==> src/rtl/dmem_router.sv <==
// Data-side router: decodes core requests into scratch-pad banks or external memory,
// keeps one transaction in flight and adds error/timeout responses and access counters.
module dmem_router #(
    parameter int unsigned       DWidth        = 32,
    parameter int unsigned       NumBanks      = 4,
    parameter logic [DWidth-1:0] SpadBase      = 32'h8000_0000,
    parameter int unsigned       SpadSizeLog2  = 12,
    parameter int unsigned       TimeoutCycles = 16,
    parameter int unsigned       CntWidth      = 16
) (
    input  logic                         clk_i,
    input  logic                         rst_i,
    input  logic                         core_req_i,
    input  logic                         core_write_i,
    input  logic [DWidth-1:0]            core_addr_i,
    input  logic [DWidth-1:0]            core_wdata_i,
    output logic                         core_ready_o,
    output logic [DWidth-1:0]            core_rdata_o,
    output logic                         core_err_o,
    output logic [NumBanks-1:0]          spad_req_o,
    output logic                         spad_write_o,
    output logic [DWidth-1:0]            spad_addr_o,
    output logic [DWidth-1:0]            spad_wdata_o,
    input  logic [NumBanks-1:0]          spad_ready_i,
    input  logic [NumBanks*DWidth-1:0]   spad_rdata_i,
    output logic                         dmem_req_o,
    output logic                         dmem_write_o,
    output logic [DWidth-1:0]            dmem_addr_o,
    output logic [DWidth-1:0]            dmem_wdata_o,
    input  logic                         dmem_ready_i,
    input  logic [DWidth-1:0]            dmem_rdata_i,
    output logic [CntWidth-1:0]          spad_cnt_o,
    output logic [CntWidth-1:0]          dmem_cnt_o,
    output logic [CntWidth-1:0]          err_cnt_o
);

    localparam int unsigned       BankSelW = (NumBanks > 1) ? $clog2(NumBanks) : 1;
    localparam int unsigned       TmoW     = $clog2(TimeoutCycles);
    localparam logic [TmoW-1:0]   TmoLast  = TmoW'(TimeoutCycles - 1);
    localparam logic [DWidth-1:0] ErrData  = DWidth'(32'hDEAD_BEEF);

    typedef enum logic [1:0] {IDLE, BUSY, ERR, RESP} state_t;

    state_t                state_q, state_d;
    logic                  sel_spad_q;
    logic                  sel_write_q;
    logic [BankSelW-1:0]   sel_bank_q;
    logic [TmoW-1:0]       tmo_q;

    logic                  spad_hit;
    logic                  misaligned;
    logic [BankSelW-1:0]   bank;
    logic                  tgt_ready;
    logic [DWidth-1:0]     tgt_rdata;
    logic                  accept;
    logic                  raise_err;
    logic                  done_ok;
    logic                  tmo_fire;

    assign spad_hit   = core_addr_i[DWidth-1:SpadSizeLog2] == SpadBase[DWidth-1:SpadSizeLog2];
    assign misaligned = core_addr_i[1:0] != 2'b00;

    generate
        if (NumBanks > 1) begin : g_multi_bank
            assign bank = core_addr_i[2 +: BankSelW];
        end else begin : g_single_bank
            assign bank = '0;
        end
    endgenerate

    // Only the latched target may complete the transaction; everything else is ignored.
    assign tgt_ready = sel_spad_q ? spad_ready_i[sel_bank_q] : dmem_ready_i;
    assign tgt_rdata = sel_spad_q ? spad_rdata_i[int'(sel_bank_q)*DWidth +: DWidth] : dmem_rdata_i;

    function automatic logic [CntWidth-1:0] sat_inc(input logic [CntWidth-1:0] c);
        return (&c) ? c : c + 1'b1;
    endfunction

    always_comb begin
        state_d   = state_q;
        accept    = 1'b0;
        raise_err = 1'b0;
        done_ok   = 1'b0;
        tmo_fire  = 1'b0;
        case (state_q)
            IDLE: begin
                if (core_req_i) begin
                    if (misaligned) begin
                        raise_err = 1'b1;
                        state_d   = ERR;
                    end else begin
                        accept  = 1'b1;
                        state_d = BUSY;
                    end
                end
            end
            BUSY: begin
                if (tgt_ready) begin
                    done_ok = 1'b1;
                    state_d = RESP;
                end else if (tmo_q == TmoLast) begin
                    tmo_fire = 1'b1;
                    state_d  = RESP;
                end
            end
            ERR:     state_d = RESP;
            RESP:    state_d = IDLE;
            default: state_d = IDLE;
        endcase
    end

    always_ff @(posedge clk_i) begin
        if (rst_i) begin
            state_q      <= IDLE;
            sel_spad_q   <= 1'b0;
            sel_write_q  <= 1'b0;
            sel_bank_q   <= '0;
            tmo_q        <= '0;
            core_ready_o <= 1'b0;
            core_rdata_o <= '0;
            core_err_o   <= 1'b0;
            spad_req_o   <= '0;
            spad_write_o <= 1'b0;
            spad_addr_o  <= '0;
            spad_wdata_o <= '0;
            dmem_req_o   <= 1'b0;
            dmem_write_o <= 1'b0;
            dmem_addr_o  <= '0;
            dmem_wdata_o <= '0;
            spad_cnt_o   <= '0;
            dmem_cnt_o   <= '0;
            err_cnt_o    <= '0;
        end else begin
            state_q      <= state_d;
            core_ready_o <= 1'b0;
            core_rdata_o <= '0;
            core_err_o   <= 1'b0;

            if (accept) begin
                sel_spad_q  <= spad_hit;
                sel_write_q <= core_write_i;
                sel_bank_q  <= bank;
                tmo_q       <= '0;
                if (spad_hit) begin
                    spad_req_o   <= NumBanks'(1) << bank;
                    spad_write_o <= core_write_i;
                    spad_addr_o  <= core_addr_i;
                    spad_wdata_o <= core_wdata_i;
                end else begin
                    dmem_req_o   <= 1'b1;
                    dmem_write_o <= core_write_i;
                    dmem_addr_o  <= core_addr_i;
                    dmem_wdata_o <= core_wdata_i;
                end
            end

            if (state_q == BUSY && !done_ok && !tmo_fire) begin
                tmo_q <= tmo_q + 1'b1;
            end

            if (done_ok || tmo_fire) begin
                spad_req_o   <= '0;
                dmem_req_o   <= 1'b0;
                core_ready_o <= 1'b1;
            end

            if (done_ok) begin
                core_rdata_o <= sel_write_q ? '0 : tgt_rdata;
                if (sel_spad_q) begin
                    spad_cnt_o <= sat_inc(spad_cnt_o);
                end else begin
                    dmem_cnt_o <= sat_inc(dmem_cnt_o);
                end
            end

            if (tmo_fire || raise_err) begin
                core_ready_o <= 1'b1;
                core_err_o   <= 1'b1;
                core_rdata_o <= ErrData;
                err_cnt_o    <= sat_inc(err_cnt_o);
            end
        end
    end

endmodule

==> config.mk <==
export PLATFORM = sky130hd
export DESIGN_NAME = dmem_router
export DESIGN_NICKNAME = d
export VERILOG_FILES = /design/src/rtl/dmem_router.sv
export SDC_FILE = /design/constraint.sdc
export NUM_CORES = 1
export LEC_CHECK = 0
export ABC_AREA = 1
export CAP_MARGIN = 20
export CORE_AREA = 2 2 173 175
export CTS_BUF_LIST = sky130_fd_sc_hd__clkbuf_8
export CTS_CLUSTER_DIAMETER = 80
export CTS_CLUSTER_SIZE = 16
export DETAILED_ROUTE_END_ITERATION = 16
export DIE_AREA = 0 0 175 177
export GPL_TIMING_DRIVEN = 1
export PLACE_DENSITY = 0.71
export SKIP_CTS_REPAIR_TIMING = 1
export SLEW_MARGIN = 20
export SYNTH_ARGS = -nofsm -noshare
export SYNTH_HDL_FRONTEND = slang
export SYNTH_SLANG_ARGS = --single-unit
==> constraint.sdc <==
create_clock -name clk_i -period 5.65 [get_ports clk_i]
set_clock_uncertainty 0.2 [all_clocks]
set_input_delay 1.13 -clock clk_i [delete_from_list [all_inputs] [get_ports clk_i]]
set_output_delay 1.13 -clock clk_i [all_outputs]
set_load 0.05 [all_outputs]
==> impl_metrics.ini, run 1 <==
[logic_synthesis]
syn_avg_cell_area_um2 = 7.185
ys.flop_type = dfxtp_1
seq_area_frac_synth_pct = 45.37
syn_inst = 1394
ys_ff_latch = 227
syn_area_um2 = 10020
async_flop_share_pct = 0
synth.distinct_cells = 38
synth_edf_count = 0
synth_fp_nets = 1633
yosysWarnings = 0

[die]
die_h_um = 177
initial_core_util_pct = 34.25
floorplan.rows = 63
die_area_um2 = 30980
core_um2 = 29240
chipWidth_um = 175
io_pins = 450

[route]
drc = 0
detail_route.wl_per_cell_um = 17.09
drt.antenna.violating_nets = 0
drt_iter0_drc = 528
routed_wl_um = 37390
dr.pass1.iters = 7
via_per_inst = 4.904
via_count = 10730

[clock_network]
cts_made_buffers = 18
ctsLongestPathBuffers = 3
cts_tree = yes
cts_root_buf = clkbuf_8
htreeDepth = 1
clock_latency_ps = 520
clkTransAtPathRegs_ps = 100
cts_sinks = 227

[setup_path]
worstPathMaxFanout = 57
critPathArrivalTime_ps = 3530
crit_type = input port to register
cp-end-kind = register
cp.required_ps = 5920
cp-start-kind = input port

[layout]
layout_commonest_cell = clkdlybuf4s50_1
regArea_um2 = 4547
syn_to_final_growth_pct = 50.09
multi_input_area_um2 = 4778
final_cell_mix = clkdlybuf4s50_1, nor2_1, dfxtp_1, o21ai_0, nand2_1
fillers = 2869
drive_gt1_share_pct = 5.237
nNetsFinal = 2030

[timing]
hold_viol_final = 0
maxSlewViolCount = 0
timing.final.crit_share_pct = 57.66
period_needed_ps = 3258
maxSlewHeadroom_pct = 39.46
fmax_ghz = 0.3069
fin_setup_tns_ps = 0
finalSetupViolCount = 0
worst_pin_slew_ps = 906.7
rsz0062_at_grt = false

[global_routing]
antenna_found_initial = 3
gr-total-overflow = 0
first_global_vias = 10250
grt_pass1_wl_um = 56450
grt_start_max_net_pins = 80
grt_use_total_pct = 22.92

[power]
powerDensity_nw_per_um2 = 265.6
ir_drop_uv = 189.4
power_w = 0.003993
power.leakage_nw = 5.550

[run_status]
outcome = finished clean

[flow_run]
maxCapViolCount = 0

[placed_design]
portBuffers = 449
dp_hpwl_um = 27930
place_congestion = 0.8682

[min_path]
hold_class = register to register
[routing by layer]
layer | GRT usage (%) | wire, um
met1 | 25.83 | 14770
met2 | 41.16 | 18330
met3 | 6.959 | 3311
met4 | 7.674 | 984
met5 | 0 | 0
[logic make-up (layout without fill, tap and decap cells)]
logic type	count (synthesis)	count (layout)	share of synthesized area [%]
flops	227	227	45.37
compound gates	325	325	18.13
simple gates	662	662	27.43
fa+ha+maj	6	6	0.7495
buf+inv	158	559	6.921
other cells	0	3	0
xor+xnor	16	16	1.399
[power by group]
group	leakage (nW)	internal (W)	switching [W]	total [W]
Combinational	3.53	0.000466	0.000813	0.00128
Sequential	1.84	0.00172	0.0000602	0.00178
Clock	0.176	0.000395	0.000541	0.000936
[Yosys cell counts (3+ instances only)]
library cell / number / area [um2]
xnor2_1: 6 / 52.55
o21ai_2: 17 / 148.9
xor2_1: 10 / 87.58
o21ai_1: 15 / 75.07
nand4_1: 11 / 68.82
o21ai_0: 185 / 925.9
clkbuf_1: 48 / 180.2
a21oi_1: 74 / 370.4
nor3_1: 11 / 55.05
nor2_1: 389 / 1460
ha_1: 6 / 75.07
buf_6: 3 / 33.78
nand2_2: 8 / 50.05
nand3_1: 58 / 290.3
o221ai_1: 18 / 157.7
inv_2: 4 / 15.01
and3_1: 20 / 125.1
buf_1: 5 / 18.77
nor2_2: 3 / 18.77
dfxtp_1: 227 / 4544
buf_2: 15 / 75.07
nand2_1: 150 / 563.0
buf_4: 15 / 112.6
a31o_2: 14 / 122.6
inv_1: 66 / 247.7
[worst paths after layout]
check            startpoint  cells after the start               to  slack, ps
min          dmem_addr_o[0]                      2   dmem_addr_o[0]        260
min reg2reg  dmem_addr_o[0]                      2   dmem_addr_o[0]        260
max reg2reg      sel_spad_q                      7  core_rdata_o[0]       2590
max              core_req_i                      8  dmem_wdata_o[3]       2390
[through the flow]
| step | worst slack [ps] | hold slack, ps | std cells | area (um2) | util, % |
|---|---|---|---|---|---|
| detailed placement | 1869 | 235.3 | 2161 | 14690 | 50.22 |
| global placement | 1908 | 229.8 | 2161 | 14690 | 50.22 |
| CTS | 2375 | 253.1 | 2185 | 15030 | 51.38 |
| global route | 2183 | 263.9 | 2188 | 15030 | 51.41 |
| floorplan | 3136 | 231.1 | 1394 | 10020 | - |
| finish | 2392 | 255.2 | 2188 | 15030 | 51.41 |
[critical path, stage by stage]
cell	delay, ps
clkdlybuf4s50_1	560
inv_1	110
nor3_4	350
nand2_2	100
inv_2	670
buf_4	390
nor2_1	80
nor2_1	110
[cell type report]
cell class / instances / share of cell area (%)
clock inverters: 2 / 0.2330
diodes: 3 / 0.04994
well taps: 390 / 3.246
multi-input cells: 1009 / 31.79
clock buffers: 22 / 2.014
flip-flops and latches: 227 / 30.25
repair buffers: 463 / 30.60
inverters: 72 / 1.831
[state kept, by name, summed over array words and instances (netlist names)]
signal / count
core_rdata_o: 32
dmem_addr_o: 32
dmem_wdata_o: 32
spad_addr_o: 32
spad_wdata_o: 32
dmem_cnt_o: 16
err_cnt_o: 16
spad_cnt_o: 16
spad_req_o: 4
tmo_q: 4
sel_bank_q: 2
state_q: 2
core_err_o: 1
core_ready_o: 1
dmem_req_o: 1
dmem_write_o: 1
sel_spad_q: 1
sel_write_q: 1
spad_write_o: 1
Power figures use the tool's default switching activity.
==> inputs of run 2 (changes only) <==
- CORE_AREA: 2 2 173 175 -> 2 2 174 176
- DIE_AREA: 0 0 175 177 -> 0 0 176 178
- PLACE_DENSITY: 0.71 -> 0.73
- clock period: 5.65 -> 2.7 ns (I/O delays scaled with it)
==> impl_metrics.ini, run 2 (synthesized netlist as in run 1, its figures left out) <==
[run_status]
outcome = finished clean

[setup_path]
critPathArrivalTime_ps = 1870
cp.required_ps = 1960
slowest_delay_ps = 880
crit_type = register to output pin
cp-end-kind = output pin
crit_family = buffers and inverters
crit_path_top_delay_cell = clkdlybuf4s50_1
crit_chain = clkdlybuf4s50_1
path_buf_inv = 1
worstPathMaxFanout = 6
cp-start-kind = register

[clock_network]
clock_latency_ps = 540
cts_root_buf = clkbuf_8
htreeDepth = 1
cts_tree = yes
ctsLongestPathBuffers = 3
cts_made_buffers = 18
clkTransAtPathRegs_ps = 110
cts_sinks = 227

[placed_design]
dpl-instance-area_um2 = 14960
dp_slack_ps = -66.99
portBuffers = 449
place_congestion = 0.8920
dp_hpwl_um = 28180

[timing]
period_needed_ps = 2614
maxSlewHeadroom_pct = 60.27
finalSetupViolCount = 0
maxSlewViolCount = 0
fmax_ghz = 0.3826
rsz0062_at_grt = false
fin_ws_ps = 86.34
whs_ps = 244.6
timing.final.crit_share_pct = 96.80
hold_viol_final = 0
worst_pin_slew_ps = 594.0

[die]
die_h_um = 178
floorplan.rows = 63
chipWidth_um = 176
initial_core_util_pct = 34.07
die_area_um2 = 31330
core_um2 = 29400
io_pins = 450

[route]
via_count = 10920
dr.pass1.iters = 5
drt.antenna.violating_nets = 0
detail_route.wl_per_cell_um = 16.83
drt_iter0_drc = 575
drc = 0
via_per_inst = 4.941
routed_wl_um = 37190

[layout]
drive_gt1_share_pct = 6.119
nNetsFinal = 2049
layout_commonest_cell = clkdlybuf4s50_1
final_cell_mix = clkdlybuf4s50_1, nor2_1, dfxtp_1, o21ai_0, nand2_1
final_cell_area_um2 = 15290
syn_to_final_growth_pct = 52.69

[power]
netSwitchingFraction_pct = 35.59
internal-power_w = 0.005403
powerDensity_nw_per_um2 = 548.5
power.leakage_nw = 5.692
ir_drop_uv = 377.0
pwr-share-seq_pct = 44.3
power.net_switching_w = 0.002986
p_clk_share_pct = 22.8
pwr-share-comb_pct = 32.9

[global_routing]
use_met2_pct = 38.62
grt_use_total_pct = 22.25
grt_start_max_net_pins = 98
global_route.usage.met3_pct = 7.481
grt-busiest-layer = met2
first_global_vias = 10380
antenna_found_initial = 6
met1_usage_pct = 25.25
grt_pass1_wl_um = 55560
gr-total-overflow = 0

[min_path]
hold_class = register to register

[flow_run]
maxCapViolCount = 0
run 2: changes by cell type in the layout (fill, tap and decap cells not counted), moves of 2 or more:
cell,before,now
buf_12,0,10
buf_4,14,23
diode_2,3,6
clkbuf_8,22,20
inv_1,66,68
run 2: cell type report:
class,count,area [um2]
Clock buffer,20,275.3
Inverter,72,275.3
Antenna cell,6,15.01
Tap cell,390,488.0
Timing Repair Buffer,482,4870
Multi-Input combinational cell,1009,4778
Sequential cell,227,4547
Fill cell,2800,14110
Clock inverter,4,45.04
run 2: layer usage:
metal / vias up / part of all wire (%) / wire length, um
li1: 5399 / - / -
met5: - / 0.035 / 13
met1: 5005 / 39 / 14450
met4: 2 / 3.1 / 1137
met2: 453 / 48 / 17960
met3: 61 / 9.7 / 3623
run 2: final timing paths:
kind | startpoint | to | slack, ps | cells past startpoint
min reg2reg | dmem_addr_o[0] | dmem_addr_o[0] | 240 | 2
max reg2reg | err_cnt_o[0] | err_cnt_o[15] | 460 | 8
min | dmem_addr_o[0] | dmem_addr_o[0] | 240 | 2
max | dmem_cnt_o[5] | dmem_cnt_o[5] | 90 | 1
run 2: power by group through the flow:
stage	registers, W	clock network (W)	logic [W]
floorplan	0.00456	0	0.000907
global placement	0.00378	0	0.00273
detailed placement	0.00379	0	0.00276
CTS	0.00371	0.00198	0.00277
global route	0.00374	0.00211	0.00295
finish	0.00371	0.00191	0.00276
run 2: per-stage QoR:
stage / std cells / power [W] / TNS (ps) / utilization, %
CTS: 2204 / 0.008462 / 0 / 51.96
floorplan: 1394 / 0.005463 / 0 / -
global placement: 2180 / 0.006517 / 0 / 50.87
detailed placement: 2180 / 0.006548 / -92.90 / 50.87
finish: 2210 / 0.008389 / 0 / 52.02
global route: 2209 / 0.008801 / 0 / 52.01
